### config.mk
export PLATFORM = sky130hd
export DESIGN_NAME = xor_descrambler_4_flat
export DESIGN_NICKNAME = d
export VERILOG_FILES = /design/src/rtl/xor_descrambler_4_if.sv /design/src/rtl/xor_descrambler_4.sv /design/src/flat_wrapper.sv
export SDC_FILE = /design/constraint.sdc
export NUM_CORES = 1
export LEC_CHECK = 0
export ABC_AREA = 1
export BUFFER_PORTS_ARGS = -buffer_cell sky130_fd_sc_hd__buf_4
export CAP_MARGIN = 20
export CORE_ASPECT_RATIO = 0.5
export CORE_UTILIZATION = 40
export CTS_CLUSTER_DIAMETER = 40
export CTS_CLUSTER_SIZE = 28
export DETAILED_ROUTE_END_ITERATION = 8
export PLACE_DENSITY = 0.58
export SLEW_MARGIN = 20
export SYNTH_ARGS = -nofsm -noshare
export SYNTH_HDL_FRONTEND = slang
export SYNTH_SLANG_ARGS = --single-unit
### constraint.sdc
create_clock -name clk -period 1.3 [get_ports clk]
set_input_delay 0.26 -clock clk [delete_from_list [all_inputs] [get_ports clk]]
set_output_delay 0.26 -clock clk [all_outputs]
set_load 0.01 [all_outputs]
### src/rtl/xor_descrambler_4_if.sv
// Nibble stream bundle: scrambled input side (s_*) and descrambled output side (m_*).
// master drives the link and consumes the plaintext; slave is the descrambler.
interface xor_descrambler_4_if;
  logic       s_valid;
  logic       s_ready;
  logic [3:0] s_data;
  logic       m_valid;
  logic       m_ready;
  logic [3:0] m_data;
  logic       m_last;

  modport master (
    output s_valid, s_data, m_ready,
    input  s_ready, m_valid, m_data, m_last
  );

  modport slave (
    input  s_valid, s_data, m_ready,
    output s_ready, m_valid, m_data, m_last
  );
endinterface

### src/rtl/xor_descrambler_4.sv
// Receive-side nibble descrambler: hunts for the sync nibble, reseeds a 7-bit LFSR,
// and XORs each payload nibble with a 4-step keystream into a registered output stream.
module xor_descrambler_4 #(
  parameter int unsigned FRAME_LEN = 4,
  parameter logic [3:0]  SYNC      = 4'hA,
  parameter logic [6:0]  SEED      = 7'h7F
) (
  input  logic                clk,
  input  logic                rst_n,
  xor_descrambler_4_if.slave  bus,
  output logic                locked
);

  typedef enum logic {HUNT, RUN} state_t;

  localparam logic [7:0] LAST_IDX = 8'(FRAME_LEN - 1);

  state_t     state, state_nxt;
  logic [6:0] lfsr, lfsr_nxt;
  logic [7:0] count, count_nxt;
  logic [3:0] m_data, m_data_nxt;
  logic       m_valid, m_valid_nxt;
  logic       m_last, m_last_nxt;
  logic       locked_nxt;

  logic       s_ready;
  logic       accept;
  logic       last_beat;
  logic [6:0] ks_lfsr;
  logic [3:0] ks;
  logic       fb;

  // Four LFSR steps per nibble; the first feedback bit ends up in ks[3].
  always_comb begin
    ks_lfsr = lfsr;
    ks      = '0;
    fb      = 1'b0;
    for (int unsigned i = 0; i < 4; i++) begin
      fb      = ks_lfsr[6] ^ ks_lfsr[5];
      ks      = {ks[2:0], fb};
      ks_lfsr = {ks_lfsr[5:0], fb};
    end
  end

  assign s_ready   = (state == HUNT) || !m_valid || bus.m_ready;
  assign accept    = bus.s_valid && s_ready;
  assign last_beat = (count == LAST_IDX);

  always_comb begin
    state_nxt   = state;
    lfsr_nxt    = lfsr;
    count_nxt   = count;
    m_data_nxt  = m_data;
    m_last_nxt  = m_last;
    m_valid_nxt = m_valid && !bus.m_ready;

    case (state)
      HUNT: begin
        // Sync never reaches the output register, so a held final nibble survives it.
        if (accept && bus.s_data == SYNC) begin
          state_nxt = RUN;
          lfsr_nxt  = SEED;
          count_nxt = '0;
        end
      end
      RUN: begin
        if (accept) begin
          lfsr_nxt    = ks_lfsr;
          m_data_nxt  = bus.s_data ^ ks;
          m_valid_nxt = 1'b1;
          m_last_nxt  = last_beat;
          count_nxt   = count + 8'd1;
          if (last_beat) state_nxt = HUNT;
        end
      end
      default: state_nxt = HUNT;
    endcase

    locked_nxt = (state_nxt == RUN);
  end

  always_ff @(posedge clk) begin
    if (!rst_n) begin
      state   <= HUNT;
      lfsr    <= SEED;
      count   <= '0;
      m_data  <= '0;
      m_valid <= 1'b0;
      m_last  <= 1'b0;
      locked  <= 1'b0;
    end else begin
      state   <= state_nxt;
      lfsr    <= lfsr_nxt;
      count   <= count_nxt;
      m_data  <= m_data_nxt;
      m_valid <= m_valid_nxt;
      m_last  <= m_last_nxt;
      locked  <= locked_nxt;
    end
  end

  assign bus.s_ready = s_ready;
  assign bus.m_valid = m_valid;
  assign bus.m_data  = m_data;
  assign bus.m_last  = m_last;

endmodule

### src/flat_wrapper.sv
// flat-port wrapper written by rule: the top's interface ports become plain ports
module xor_descrambler_4_flat 
#(
  parameter int unsigned FRAME_LEN = 4,
  parameter logic [3:0]  SYNC      = 4'hA,
  parameter logic [6:0]  SEED      = 7'h7F
)
  (clk, rst_n, locked, bus_s_valid, bus_s_data, bus_m_ready, bus_s_ready, bus_m_valid, bus_m_data, bus_m_last);
  xor_descrambler_4_if bus_i ();
  input  logic clk;
  input  logic rst_n;
  output logic locked;
  input wire logic [$bits(bus_i.s_valid)-1:0] bus_s_valid;
  input wire logic [$bits(bus_i.s_data)-1:0] bus_s_data;
  input wire logic [$bits(bus_i.m_ready)-1:0] bus_m_ready;
  output wire logic [$bits(bus_i.s_ready)-1:0] bus_s_ready;
  output wire logic [$bits(bus_i.m_valid)-1:0] bus_m_valid;
  output wire logic [$bits(bus_i.m_data)-1:0] bus_m_data;
  output wire logic [$bits(bus_i.m_last)-1:0] bus_m_last;
  assign bus_i.s_valid = bus_s_valid;
  assign bus_i.s_data = bus_s_data;
  assign bus_i.m_ready = bus_m_ready;
  assign bus_s_ready = bus_i.s_ready;
  assign bus_m_valid = bus_i.m_valid;
  assign bus_m_data = bus_i.m_data;
  assign bus_m_last = bus_i.m_last;
  xor_descrambler_4 #(.FRAME_LEN(FRAME_LEN), .SYNC(SYNC), .SEED(SEED)) u_core (.clk(clk), .rst_n(rst_n), .bus(bus_i), .locked(locked));
endmodule
==> flow_summary.yaml <==
floorplanning:
  die_h_um: 38.8
  die_w_um: 75.6
  coreArea_sq_um: 2390
  pin_count: 16
  rows: 12
  start_util: 0.454
  die_area_sq_um: 2940
route:
  drcViolationCount: 0
  drtPass1Iterations: 4
  ant_nets: 0
  vias: 993
  via_per_inst: 4.99
  wl_per_cell_um: 12.3
  first_iter_violations: 47
  wl_um: 2450
layout:
  fin_nets: 176
  nFillCells: 234
  utilization: 0.552
  antenna_cells: 0
  fin_cells: 199
  drive_gt1_frac: 0.232
  multi_input_area_sq_um: 568
  layout.cells.most_common: "nand2_1"
  seqCellArea_sq_um: 444
  area_delta_synth_final_pct: 21.6
  layout_common_cells: "28 x nand2_1, 25 x nand3_1, 19 x dfxtp_1"
hold_path:
  holdPathEnd: "u_core.bus.m_valid"
  whs_path_depth: 3
  hold_start: "rst_n"
  hp-class: "input pin to flip-flop"
setup_path:
  start_kind: "flip-flop"
  cp-end-kind: "flip-flop"
  cp_max_fo: 6
  critPathMaxStageDelay_ns: 0.38
  r2r_cells: 5
  worstPathArrival_ns: 1.36
  r2r_end: "u_core.locked"
  crit_required_ns: 1.46
  critPathTopFamily: "simple AND/OR/NAND/NOR gates"
  critical_path_buf_inv_count: 1
  reg2reg_from: "u_core.count[0]"
  path_cells: "ha_1 -> inv_1 -> nor3_2 -> nand3_1 -> and3_1"
  cp_slowest_cell: "dfxtp_2"
  reg2reg_slack_ns: 0.10
  critPathKind: "flip-flop to flip-flop"
sta:
  finalCritPeriodShare: 0.922
  rsz0062_at_grt: "no"
  slew_viol_final: 0
  maxSlewHeadroom: 0.820
  setup_viol: 0
  min_period_ns: 1.20
  hold_viol: 0
  max_freq_mhz: 834
  tightest_slew_ns: 0.268
  skew_ns: 0.00493
  fin_ws_ns: 0.101
grt:
  grt_pass1_vias: 877
  overflow: 0
  grt_usage: 0.190
  grt_max_degree: 13
  grt_antenna_before_repair: 0
  grt_first_pass_wirelength_um: 3950
clocking:
  clkSinkCount: 22
  cts-root-buf: "clkbuf_8"
  insertion_delay_ns: 0.26
  cts_max_level: 1
  cts_tree: "built"
  postCtsSetupBuffers: 0
  clk_path_buf_depth: 2
  postCtsHoldBufs: 0
  clk_pin_slew_worst_paths_ns: 0.08
  cts_buffers: 3
yosys:
  netlist_area_sq_um: 1080
  synth.distinct_cells: 23
  syn_area_per_cell_sq_um: 7.43
  synthCells: 146
  ys_ff_latch: 22
  synth_fp_nets: 156
  yosysSeqAreaShare: 0.406
  ys_warn_count: 0
placement:
  portBuffers: 15
  post-dp-hpwl_um: 1710
  place.gp.congestion: 0.759
  dp_slack_ns: -0.0394
  placedCellCount: 195
power:
  power_density_nw_per_um2: 929
  fin_total_pwr_mw: 1.23
  p_leak_nw: 0.613
  ir_drop_v: 0.000437
run:
  drv_cap: 0
run_status:
  outcome: "finished, final reports clean"
[routing by layer]
layer / global-route usage / up-vias / share of wire
li1: - / 509 / -
met1: 0.239 / 461 / 0.51
met2: 0.310 / 20 / 0.45
met3: 0.0703 / 3 / 0.040
met4: 0.0463 / 0 / 0.0033
met5: 0 / - / 0
[kinds of logic (layout without fill, tap and decap cells)]
| group | count (synthesis) | count (layout) | share of synthesized area |
|---|---|---|---|
| AO/OA/AOI/OAI | 18 | 19 | 0.0969 |
| XOR/XNOR | 9 | 9 | 0.0727 |
| flip-flops | 22 | 22 | 0.406 |
| adder cells (fa/ha/maj) | 2 | 2 | 0.0231 |
| AND/OR/NAND/NOR | 73 | 73 | 0.311 |
| buffers and inverters | 22 | 39 | 0.0900 |
[worst min-delay path: stages]
cell and delay, ns:
buf_4 0.15, nand2_1 0.06, inv_1 0.04
[Yosys cell counts]
cell type / number / area [sq um]
nand2_1: 29 / 109
buf_2: 3 / 15.0
nor2_2: 1 / 6.26
inv_2: 2 / 7.51
buf_6: 1 / 11.3
nand4_1: 1 / 6.26
o21ai_0: 6 / 30.0
and3_1: 1 / 6.26
nand3_1: 25 / 125
a21oi_2: 1 / 8.76
a21oi_1: 10 / 50.1
ha_1: 2 / 25.0
inv_1: 15 / 56.3
nand3_2: 1 / 10.0
nor2_1: 7 / 26.3
a21oi_4: 1 / 16.3
xor2_1: 6 / 52.6
nand2_2: 2 / 12.5
dfxtp_1: 22 / 440
nor2_4: 1 / 11.3
nor3_1: 5 / 25.0
xnor2_1: 3 / 26.3
buf_4: 1 / 7.51
[through the flow]
| stage | area (sq um) | hold slack (ns) | TNS [ns] |
|---|---|---|---|
| 2_1_floorplan | 1080 | 0.440 | 0 |
| 3_3_place_gp | 1250 | 0.457 | -0.0214 |
| 3_5_place_dp | 1250 | 0.456 | -0.0542 |
| 4_1_cts | 1290 | 0.269 | 0 |
| 5_1_grt | 1320 | 0.290 | 0 |
| 6_report | 1320 | 0.277 | 0 |
[state kept, by name (all words and copies together) (netlist names)]
| name | cells |
|---|---|
| u_core.bus.m_data | 4 |
| u_core.bus.m_last | 1 |
| u_core.bus.m_valid | 1 |
| u_core.count | 8 |
| u_core.lfsr | 7 |
| u_core.locked | 1 |
[power by group]
group	internal [mW]	switching (mW)	total (mW)
clock	0.207	0.210	0.417
combinational	0.0503	0.0641	0.114
sequential	0.685	0.00976	0.694
total	0.942	0.284	1.23
[worst max-delay path by stage]
| stage | end | from | cells past startpoint | slack, ns |
|---|---|---|---|---|
| 2_1_floorplan | u_core.count[2] | u_core.locked | 7 | 0.11 |
| 3_3_place_gp | u_core.count[2] | bus_s_data[1] | 8 | -0.02 |
| 3_5_place_dp | u_core.count[2] | bus_s_data[1] | 8 | -0.04 |
| 4_1_cts | u_core.locked | u_core.count[0] | 5 | 0.03 |
| 5_1_grt | u_core.count[7] | u_core.count[2] | 6 | 0.02 |
| 6_report | u_core.locked | u_core.count[0] | 5 | 0.10 |
[repair_timing]
item                                    CTS  global route
cloned                                    0             1
pin swaps                                 0             1
resized for setup                         1             7
endpoints found under the setup margin    3            15
[final cells by class]
cell class,count,share of cell area
clock buffer,3,0.0313
inverter,17,0.0503
multi-input combinational,103,0.431
sequential,22,0.337
timing repair buffer,19,0.118
tap,35,0.0332
Note: power is estimated with default switching activity, not from simulation.
